### src/rtl/header_stream_pkg.sv
// Shared types, default dimensions and the residual width helper for the
// streaming block-header path.
package header_stream_pkg;

  localparam int DEF_NUM_CH    = 4;
  localparam int DEF_CH_W      = 8;
  localparam int DEF_MAX_RES_W = 4;
  localparam int DEF_WID_W     = $clog2(DEF_CH_W + 2);

  // ACCUM: beats flow freely. HOLD: a result is parked and has been refused.
  typedef enum logic [0:0] {
    ACCUM = 1'b0,
    HOLD  = 1'b1
  } hs_state_e;

  // Minimal two's-complement width of a CH_W+1-bit signed residual (1..CH_W+1).
  // Negative values are folded with ~r so both signs share one leading-one scan.
  function automatic logic [DEF_WID_W-1:0] res_width(input logic signed [DEF_CH_W:0] r);
    logic [DEF_CH_W-1:0] mag;
    logic [DEF_WID_W-1:0] w;
    mag = r[DEF_CH_W] ? ~r[DEF_CH_W-1:0] : r[DEF_CH_W-1:0];
    w   = DEF_WID_W'(1);
    for (int i = 0; i < DEF_CH_W; i++) begin
      if (mag[i]) w = DEF_WID_W'(i + 2);
    end
    return w;
  endfunction

endpackage

### src/rtl/header_stream_res_width_max.sv
// Largest residual width among the pixels of one channel within a beat.
module res_width_max
  import header_stream_pkg::*;
#(
  parameter int BEAT_PIX = 8,
  parameter int CH_W     = DEF_CH_W,
  parameter int WID_W    = DEF_WID_W
) (
  input  logic [BEAT_PIX-1:0][CH_W:0] res,
  output logic [WID_W-1:0]            max_w
);

  // Reduce per-pixel widths to the beat maximum.
  always_comb begin
    logic [WID_W-1:0] w;
    max_w = '0;
    w     = '0;
    for (int p = 0; p < BEAT_PIX; p++) begin
      w = res_width(res[p]);
      if (w > max_w) max_w = w;
    end
  end

endmodule

### src/rtl/header_stream.sv
// Streaming block-header generator: accumulates per-channel base and worst
// residual width over a multi-beat block, then presents one registered header
// plus a compressable flag through a valid/ready output slot.
module header_stream
  import header_stream_pkg::*;
#(
  parameter int NUM_CH    = DEF_NUM_CH,
  parameter int CH_W      = DEF_CH_W,
  parameter int BEAT_PIX  = 8,
  parameter int BLOCK_PIX = 32,
  parameter int MAX_RES_W = DEF_MAX_RES_W,
  localparam int BEATS    = BLOCK_PIX / BEAT_PIX,
  localparam int WID_W    = $clog2(CH_W + 2),
  localparam int HDR_W    = NUM_CH * (CH_W + WID_W)
) (
  input  logic                                     clk,
  input  logic                                     rst,
  input  logic                                     in_valid,
  output logic                                     in_ready,
  input  logic [BEAT_PIX-1:0][NUM_CH-1:0][CH_W-1:0] in_pixels,
  input  logic                                     force_raw,
  output logic                                     out_valid,
  input  logic                                     out_ready,
  output logic                                     compressable,
  output logic [HDR_W-1:0]                         h,
  output logic [15:0]                              comp_count
);

  localparam int FLD_W = CH_W + WID_W;
  localparam int CNT_W = (BEATS > 1) ? $clog2(BEATS) : 1;
  localparam logic [CNT_W-1:0] LAST_BEAT = CNT_W'(BEATS - 1);

  logic [CNT_W-1:0]                   beat_cnt_q, beat_cnt_d;
  hs_state_e                          state_q, state_d;
  logic                               out_valid_q, out_valid_d;
  logic                               compressable_q, compressable_d;
  logic [HDR_W-1:0]                   h_q, h_d;
  logic [15:0]                        comp_count_q, comp_count_d;
  logic [NUM_CH-1:0][CH_W-1:0]        base_q, base_d, base_eff;
  logic [NUM_CH-1:0][WID_W-1:0]       max_w_q, max_w_d, beat_max, max_upd;
  logic                               raw_q, raw_d, raw_eff;
  logic [NUM_CH-1:0][BEAT_PIX-1:0][CH_W:0] res;
  logic                               first_beat, last_beat, accept, fits;

  // Beat position, input handshake. Only the final beat can stall, and only
  // while an earlier result is still waiting in the output slot.
  always_comb begin
    first_beat = (beat_cnt_q == '0);
    last_beat  = (beat_cnt_q == LAST_BEAT);
    in_ready   = !(last_beat && !out_ready && (out_valid_q || state_q == HOLD));
    accept     = in_valid && in_ready;
  end

  // Residuals; on beat 0 the base comes straight from the incoming pixel 0.
  always_comb begin
    base_eff = base_q;
    raw_eff  = raw_q;
    res      = '0;
    if (first_beat) raw_eff = force_raw;
    for (int c = 0; c < NUM_CH; c++) begin
      if (first_beat) base_eff[c] = in_pixels[0][c];
      for (int p = 0; p < BEAT_PIX; p++) begin
        res[c][p] = {1'b0, in_pixels[p][c]} - {1'b0, base_eff[c]};
      end
    end
  end

  for (genvar gc = 0; gc < NUM_CH; gc++) begin : g_ch
    res_width_max #(
      .BEAT_PIX (BEAT_PIX),
      .CH_W     (CH_W),
      .WID_W    (WID_W)
    ) u_rwm (
      .res   (res[gc]),
      .max_w (beat_max[gc])
    );
  end

  // Running worst width per channel and the block-level fit test.
  always_comb begin
    max_upd = beat_max;
    fits    = 1'b1;
    for (int c = 0; c < NUM_CH; c++) begin
      if (!first_beat && max_w_q[c] > beat_max[c]) max_upd[c] = max_w_q[c];
      if (int'(max_upd[c]) > MAX_RES_W) fits = 1'b0;
    end
  end

  // Next-state for counters, accumulators, result slot and FSM.
  always_comb begin
    beat_cnt_d     = beat_cnt_q;
    base_d         = base_q;
    max_w_d        = max_w_q;
    raw_d          = raw_q;
    h_d            = h_q;
    compressable_d = compressable_q;
    out_valid_d    = out_valid_q;
    comp_count_d   = comp_count_q + 16'(out_valid_q && out_ready && compressable_q);
    state_d        = (out_valid_q && !out_ready) ? HOLD : ACCUM;
    if (accept) begin
      beat_cnt_d = last_beat ? '0 : beat_cnt_q + 1'b1;
      max_w_d    = max_upd;
      if (first_beat) begin
        base_d = base_eff;
        raw_d  = force_raw;
      end
    end
    if (accept && last_beat) begin
      for (int c = 0; c < NUM_CH; c++) begin
        h_d[c*FLD_W +: FLD_W] = {base_eff[c], max_upd[c]};
      end
      compressable_d = !raw_eff && fits;
      out_valid_d    = 1'b1;
    end else if (out_ready) begin
      out_valid_d = 1'b0;
    end
  end

  // Control and result registers with asynchronous reset.
  always_ff @(posedge clk or negedge rst) begin
    if (!rst) begin
      beat_cnt_q     <= '0;
      state_q        <= ACCUM;
      out_valid_q    <= 1'b0;
      compressable_q <= 1'b0;
      h_q            <= '0;
      comp_count_q   <= '0;
    end else begin
      beat_cnt_q     <= beat_cnt_d;
      state_q        <= state_d;
      out_valid_q    <= out_valid_d;
      compressable_q <= compressable_d;
      h_q            <= h_d;
      comp_count_q   <= comp_count_d;
    end
  end

  // Block accumulators; always rewritten on beat 0, so no reset is needed.
  always_ff @(posedge clk) begin
    base_q  <= base_d;
    max_w_q <= max_w_d;
    raw_q   <= raw_d;
  end

  assign out_valid    = out_valid_q;
  assign compressable = compressable_q;
  assign h            = h_q;
  assign comp_count   = comp_count_q;

endmodule

### config.mk
export PLATFORM = sky130hd
export DESIGN_NAME = header_stream
export DESIGN_NICKNAME = d
export VERILOG_FILES = /design/src/rtl/header_stream_pkg.sv /design/src/rtl/header_stream_res_width_max.sv /design/src/rtl/header_stream.sv
export SDC_FILE = /design/constraint.sdc
export NUM_CORES = 1
export LEC_CHECK = 0
export CORE_AREA = 4 4 288 290
export CTS_CLUSTER_DIAMETER = 100
export DETAILED_ROUTE_END_ITERATION = 12
export DIE_AREA = 0 0 292 294
export PLACE_DENSITY = 0.53
export REMOVE_ABC_BUFFERS = 1
export SLEW_MARGIN = 20
export SYNTH_ARGS = -nofsm -noshare
export SYNTH_HDL_FRONTEND = slang
export SYNTH_HIERARCHICAL = 1
export SYNTH_SLANG_ARGS = --single-unit
export TNS_END_PERCENT = 100
### constraint.sdc
create_clock -name clk -period 36.5 [get_ports clk]
set_input_delay 9.125 -clock clk [delete_from_list [all_inputs] [get_ports clk]]
set_output_delay 9.125 -clock clk [all_outputs]
set_load 0.05 [all_outputs]
* Word level (Yosys, flattened, before mapping)
Cells that the tools add are included. Widths: inputs -> output; s select.
Word-level totals: bits in registers 118, bits of input ports 261, output and inout port bits 67, word-level logic and storage cells 479
Operators by class: $add $sub $neg 34, magnitude comparators 40, eq/ne operators 1, multiplexer cells 337, bitwise gates (word level) 32, reduce and logical (&&, ||, !) cells 20
Operators by type and width (count):
- $mux 4 | 100
- $mux 3 | 128
- $mux 8 | 36
- $sub 8x8->9 | 32
- $not 8->8 | 32
- $mux 2 | 65
- $gt 4x4->1 | 32
- $add 16x1->16 | 1
- $gt 4x1->1 const B | 4
- $gt 4x3->1 const B | 4
- $logic_and 1x1->1 | 12
- $mux 1 | 8
- $logic_not 1->1 | 4
- $add 2x1->2 const B | 1
- $eq 2x2->1 const B | 1
- $logic_not 2->1 | 1
- $reduce_and 2->1 | 1
- $reduce_bool 2->1 | 1
- $logic_or 1x1->1 | 1

* Logic depth before layout (Yosys ltp)
Gate-level depths: netlist (run 1).
depth in word-level cells 38, depth in mapped cells 83, depth with buffers taken out 79

* By module
Netlist (run 1), hierarchy kept.
By module, submodules not included:
- header_stream | times used 1, cells an instance 1758, area an instance 14752.9 sq um, sequential area each 3198.1 sq um
- res_width_max | times used 4, cells an instance 368, area an instance 2283.4 sq um, sequential area each 0.0 sq um

* Worst setup path after synthesis (run 1)
OpenSTA, ideal clock, no wires.
path kind input-to-reg, from input port in_pixels[25] (netlist name), to register compressable_q, in the netlist compressable, setup time 0.092 ns, data arrival time 22.320 ns, data required time 36.408 ns, setup slack 14.089 ns, stages on the path 73, buffers on the path 2, cell sequence mux2i_1 inv_1 fa_1 nor2b_1 o21ai_0 a21boi_0 o21ai_0 nand2b_1 a31oi_1 nor3_1 a21oi_2 a211oi_1 inv_1 ha_1 and4_1 a21oi_2 mux2i_2 ha_1 [... 37 more ...] a21o_1 ha_1 nor2b_1 o21ai_0 nand2b_1 a21oi_1 a41o_1 nand2b_1 inv_1 o21ai_0 o21ai_1 inv_1 ha_1 a41o_1 a21oi_2 mux2i_1 o2111ai_1 o31ai_2
RTL lines:
- start: declaration | RTL line header_stream.sv:20 | input logic [BEAT_PIX-1:0][NUM_CH-1:0][CH_W-1:0] in_pixels,
- end signal: assignment | RTL line header_stream.sv:132 | compressable_q <= compressable_d;
- end: declaration | RTL line header_stream.sv:36 | logic compressable_q, compressable_d;

==> impl_metrics.yaml, run 1 <==
logic_synthesis:
  postSynthAreaPerCell_um2: 7.40
  yosys_warnings: 6
  synth_mux_area_share_pct: 4.57
  synth_top_area_cell: "ha_1"
  syn_area_um2: 23900
  ys.flop_type: "dfrtp_1"
  synth_top_family_by_area: "compound AO/OA/AOI/OAI gates"
  async_flop_share_pct: 58.5
  synth_compound_area_share_pct: 25.3
  synth-seq-cells: 118
  synth.area.top_cells: "ha_1 20%, dfrtp_1 7.2%, edfxtp_1 6.2%"
  synthDistinctLibCells: 76
  synth_edf_count: 49
  synth_fa_ha_area_share_pct: 22.4
  ys_seq_area_share_pct: 13.4
  synth_top_area_share_pct: 19.7
  synth-simple-area-share_pct: 22.8
  synth_xor_area_share_pct: 5.24
  syn-instance-count: 3230
cts:
  cts_resized: 0
  cts_max_path_buffers: 2
  postCtsSetupBuffers: 0
  cts_tree: "yes"
  cts-hold-fix-buffers: 0
  insertion_delay_ns: 0.47
  clkTransAtPathRegs_ns: 0.06
  cts_root_buffer: "clkbuf_16"
  h-tree-depth: 4
  cts_inserted_buffers: 17
  clock-sinks: 118
setup_path:
  end_kind: "flop"
  slowest_stage: "a41oi_1"
  worstSetupStartpointType: "input port"
  cpMostUsedCell: "ha_1"
  worstPathRequired_ns: 36.86
  crit_type: "input port to flop"
  critPathBufInv: 5
  critical_path_arrival_ns: 24.85
  path_max_fanout: 13
  worstReg2RegStart: "beat_cnt_q[0]"
  critPathTopFamily: "compound AO/OA/AOI/OAI gates"
  max_stage_delay_ns: 0.79
  critical_path.startpoint: "in_pixels[16]"
grt:
  grt_max_degree: 77
  grt_usage_pct: 16.9
  grt_pass1_vias: 22020
  grt_overflow: 0
  antenna_found_initial: 1
  grt_pass1_wl_um: 117000
floorplanning:
  io_pins: 328
  die_area_um2: 85800
  chipHeight_um: 294
  core_area_um2: 80300
  rows: 104
  fp.dieW_um: 292
  initial_core_util_pct: 29.8
layout:
  syn_to_final_growth_pct: 22.0
  finish.net_count: 4252
  antenna_cells: 0
  final_common_cell: "ha_1"
  drive_gt1_share_pct: 6.28
  final_area_um2: 29200
  final_cell_mix: "375 x ha_1, 359 x inv_1, 326 x clkdlybuf4s50_1"
  fillers: 8365
timing:
  relSlewSlack_pct: 28.7
  drv_slew: 0
  tightest_slew_ns: 1.06
  setup_violations: 0
  max_freq_ghz: 0.0408
  rsz0062_at_grt: "false"
  hold_viol_final: 0
  finalCritPeriodShare_pct: 67.1
  tns_ns: 0
  period_needed_ns: 24.48
  clock_skew_ns: 0.0194
route:
  via_per_inst: 4.96
  wl_per_cell_um: 15.9
  via_count: 23117
  drc_errors: 0
  drtAntennaViolNets: 0
  drt_iter0_drc: 1015
  wl_um: 74300
  drt_pass1_iterations: 5
placed_design:
  placed_area_um2: 28600
  gp_congestion: 0.821
  io_buffers: 327
  hpwl_um: 61300
min_path:
  hp-class: "flop to flop"
  min-delay-start: "comp_count[15]"
job:
  cap_violations: 0
status:
  status: "finished, final reports clean"
==> synth_stat cells, drive strengths merged (59+ instances only) <==
library cell and instances:
inv 359, xnor2 75, dfrtp 69, a21oi 253, o21ai 284, nor3 116, mux2i 60, ha 376
a21boi 84, nor2 310, nand2b 59, nand3 66, nor2b 127, xor2 68, nand2 294
==> per-stage QoR <==
step | hold WS [ns] | util (%) | instances | setup slack, ns
2_1_floorplan | 0.537 | - | 3204 | 14.07
3_3_place_gp | 0.460 | 35.6 | 4624 | 11.36
3_5_place_dp | 0.462 | 35.6 | 4624 | 11.28
4_1_cts | 0.475 | 36.3 | 4656 | 11.77
5_1_grt | 0.501 | 36.3 | 4656 | 10.47
6_report | 0.471 | 36.3 | 4656 | 12.02
==> metal layers <==
layer / track usage (%) / part of all wire, %
met1: 22.6 / 49
met4: 3.85 / 1.4
met2: 28.8 / 47
met3: 2.41 / 3.5
met5: 0 / 0
==> flip-flops by register name, summed over array words and instances (netlist names) <==
signal	flops
h	48
base_q	32
comp_count	16
max_w_q	16
beat_cnt_q	2
compressable	1
out_valid	1
raw_q	1
state_q	1
==> cell families after synthesis <==
group,after synthesis
adder cells (fa/ha/maj),408
XOR/XNOR,143
AO/OA/AOI/OAI,958
buffers and inverters,385
AND/OR/NAND/NOR,1116
flip-flops,118
multiplexers,102
==> final cells by class <==
class,count,area (um^2),area share [%]
multi-input cells,2727,19200,66.0
flip-flops and latches,118,3200,11.0
inverters,359,1350,4.62
well taps,1060,1330,4.55
clock buffers,21,440,1.51
repair buffers,360,3520,12.1
clock inverters,11,86.3,0.296
==> path summary, 6_finish.rpt <==
path / to / slack [ns] / depth (start not counted)
worst max-delay path: compressable / 12.02 / 72
worst min-delay path: comp_count[15] / 0.47 / 1
worst max register to register: compressable / 19.55 / 74
worst min register to register: comp_count[15] / 0.47 / 1
max in group asynchronous: h[17] / 26.82 / 2
min in group asynchronous: h[29] / 8.57 / 1
Power of run 1 is not shown: default switching activity piles up to over one toggle a cycle in this logic, so the estimate is an artifact.
==> inputs of run 2 (changes only) <==
PLACE_DENSITY = 0.54   (was 0.53)
clock period = 20.4 ns   (was 36.5 ns; I/O delays follow)
==> run 2 against run 1 <==
Core utilization up 0.53 points; non-clock buffer count grew 24; via count grew 0.61%; flip-flop and latch count unchanged; global-route usage rose by 0.099 points; count of clock-buffer cells in the layout rose by 1; final cell count increased by 0.56%; worst setup slack got worse by 11 ns; wire length fell by 0.22%.
==> impl_metrics.yaml, run 2 (synthesized netlist as in run 1, its figures left out) <==
timing:
  setup_violations: 0
  relSlewSlack_pct: 35.9
  drv_slew: 0
  tightest_slew_ns: 0.962
  whs_ns: 0.472
  hold_viol_final: 0
  clock_skew_ns: 0.0190
  max_freq_ghz: 0.0521
  period_needed_ns: 19.21
  finalCritPeriodShare_pct: 94.2
layout:
  final_cell_mix: "375 x ha_1, 359 x inv_1, 326 x clkdlybuf4s50_1"
  multi_input_area_um2: 19400
  syn_to_final_growth_pct: 23.8
  regArea_um2: 3200
  fillers: 8448
  drive_gt1_share_pct: 7.71
  final_common_cell: "ha_1"
  finish.net_count: 4276
  largest_register_ffs: 48
  fin_util_pct: 36.8
grt:
  grtUsageMet3_pct: 2.98
  grt_overflow: 0
  gr-usage-met2_pct: 29.4
  grt_usage_pct: 17.0
  antenna_found_initial: 5
  grtUsageMet1_pct: 22.2
  grt.busiest_layer: "met2"
  grt_pass1_wl_um: 118000
  grt_pass1_vias: 22552
  grt_max_degree: 77
route:
  via_per_inst: 4.97
  wl_um: 74100
  drt_iter0_drc: 1112
  drt_pass1_iterations: 5
  wl_per_cell_um: 15.8
  drc_errors: 0
  drtAntennaViolNets: 0
  via_count: 23258
job:
  cap_violations: 0
min_path:
  min-delay-start: "h[25]"
  hp-class: "flop to flop"
setup_path:
  cp.depth: 76
  cp-endpoint: "compressable"
  r2r-end: "compressable"
  critical_path.startpoint: "in_pixels[17]"
  cpMostUsedCell: "ha_1"
  critical_path_arrival_ns: 19.59
  critPathBufInv: 9
  crit_type: "input port to flop"
  rr_worst_depth: 77
  end_kind: "flop"
  ff2ff_setup_slack_ns: 4.71
  worstPathRequired_ns: 20.79
  critPathTopFamily: "compound AO/OA/AOI/OAI gates"
  slowest_stage: "clkdlybuf4s50_1"
  max_stage_delay_ns: 0.55
  worstReg2RegStart: "beat_cnt_q[0]"
  path_max_fanout: 13
  worstSetupStartpointType: "input port"
floorplanning:
  fp.dieW_um: 292
  io_pins: 328
  die_area_um2: 85800
  initial_core_util_pct: 29.8
  core_area_um2: 80300
  rows: 104
  chipHeight_um: 294
placed_design:
  gp_congestion: 0.817
  io_buffers: 327
  hpwl_um: 62000
cts:
  cts_root_buffer: "clkbuf_16"
  h-tree-depth: 4
  clock-sinks: 118
  cts_max_path_buffers: 2
  clkTransAtPathRegs_ns: 0.07
  cts_inserted_buffers: 17
  insertion_delay_ns: 0.47
  cts_tree: "yes"
  cts-hold-fix-buffers: 0
status:
  status: "finished, final reports clean"
[run 2: timing repair]
item                                    in CTS  in global routing
endpoints found under the setup margin       0                 33
buffers inserted                             0                  8
gates resized for setup                      0                 46
[run 2: final cells by class]
type	count	share of cell area, %
diodes	2	0.0169
clock buffers	22	1.75
clock inverters	10	0.262
inverters	359	4.56
multi-input cells	2727	65.6
flip-flops and latches	118	10.8
well taps	1060	4.48
repair buffers	384	12.5
[run 2: metrics by stage]
stage | cell area, um^2 | cells | setup WS [ns] | TNS (ns)
floorplan | 23700 | 3204 | 2.00 | 0
global placement | 28700 | 4640 | 0.0785 | 0
detailed placement | 28700 | 4640 | 0.0307 | 0
CTS | 29300 | 4672 | 0.486 | 0
global route | 29600 | 4682 | -0.0824 | -0.0824
finish | 29600 | 4682 | 1.19 | 0
[run 2: worst min path at each step]
stage | endpoint | slack, ns | cells past startpoint
floorplan | beat_cnt_q[1] | 0.54 | 2
global placement | h[8] | 0.46 | 2
detailed placement | h[36] | 0.46 | 2
CTS | h[37] | 0.48 | 2
global route | h[25] | 0.50 | 2
finish | h[25] | 0.47 | 2
[run 2: tightest hold or removal path, delay by kind of cell (launching register included)]
kind	cells	cell delay (ns)
flip-flops	1	0.34
AND/OR/NAND/NOR	2	0.10
[run 2: per-layer routing]
metal	vias up	wire, um
met4	4	817
met2	305	35000
met3	48	2960
met1	10630	35300
li1	12271	-
met5	-	26
Power of run 2 is left out for the same reason.
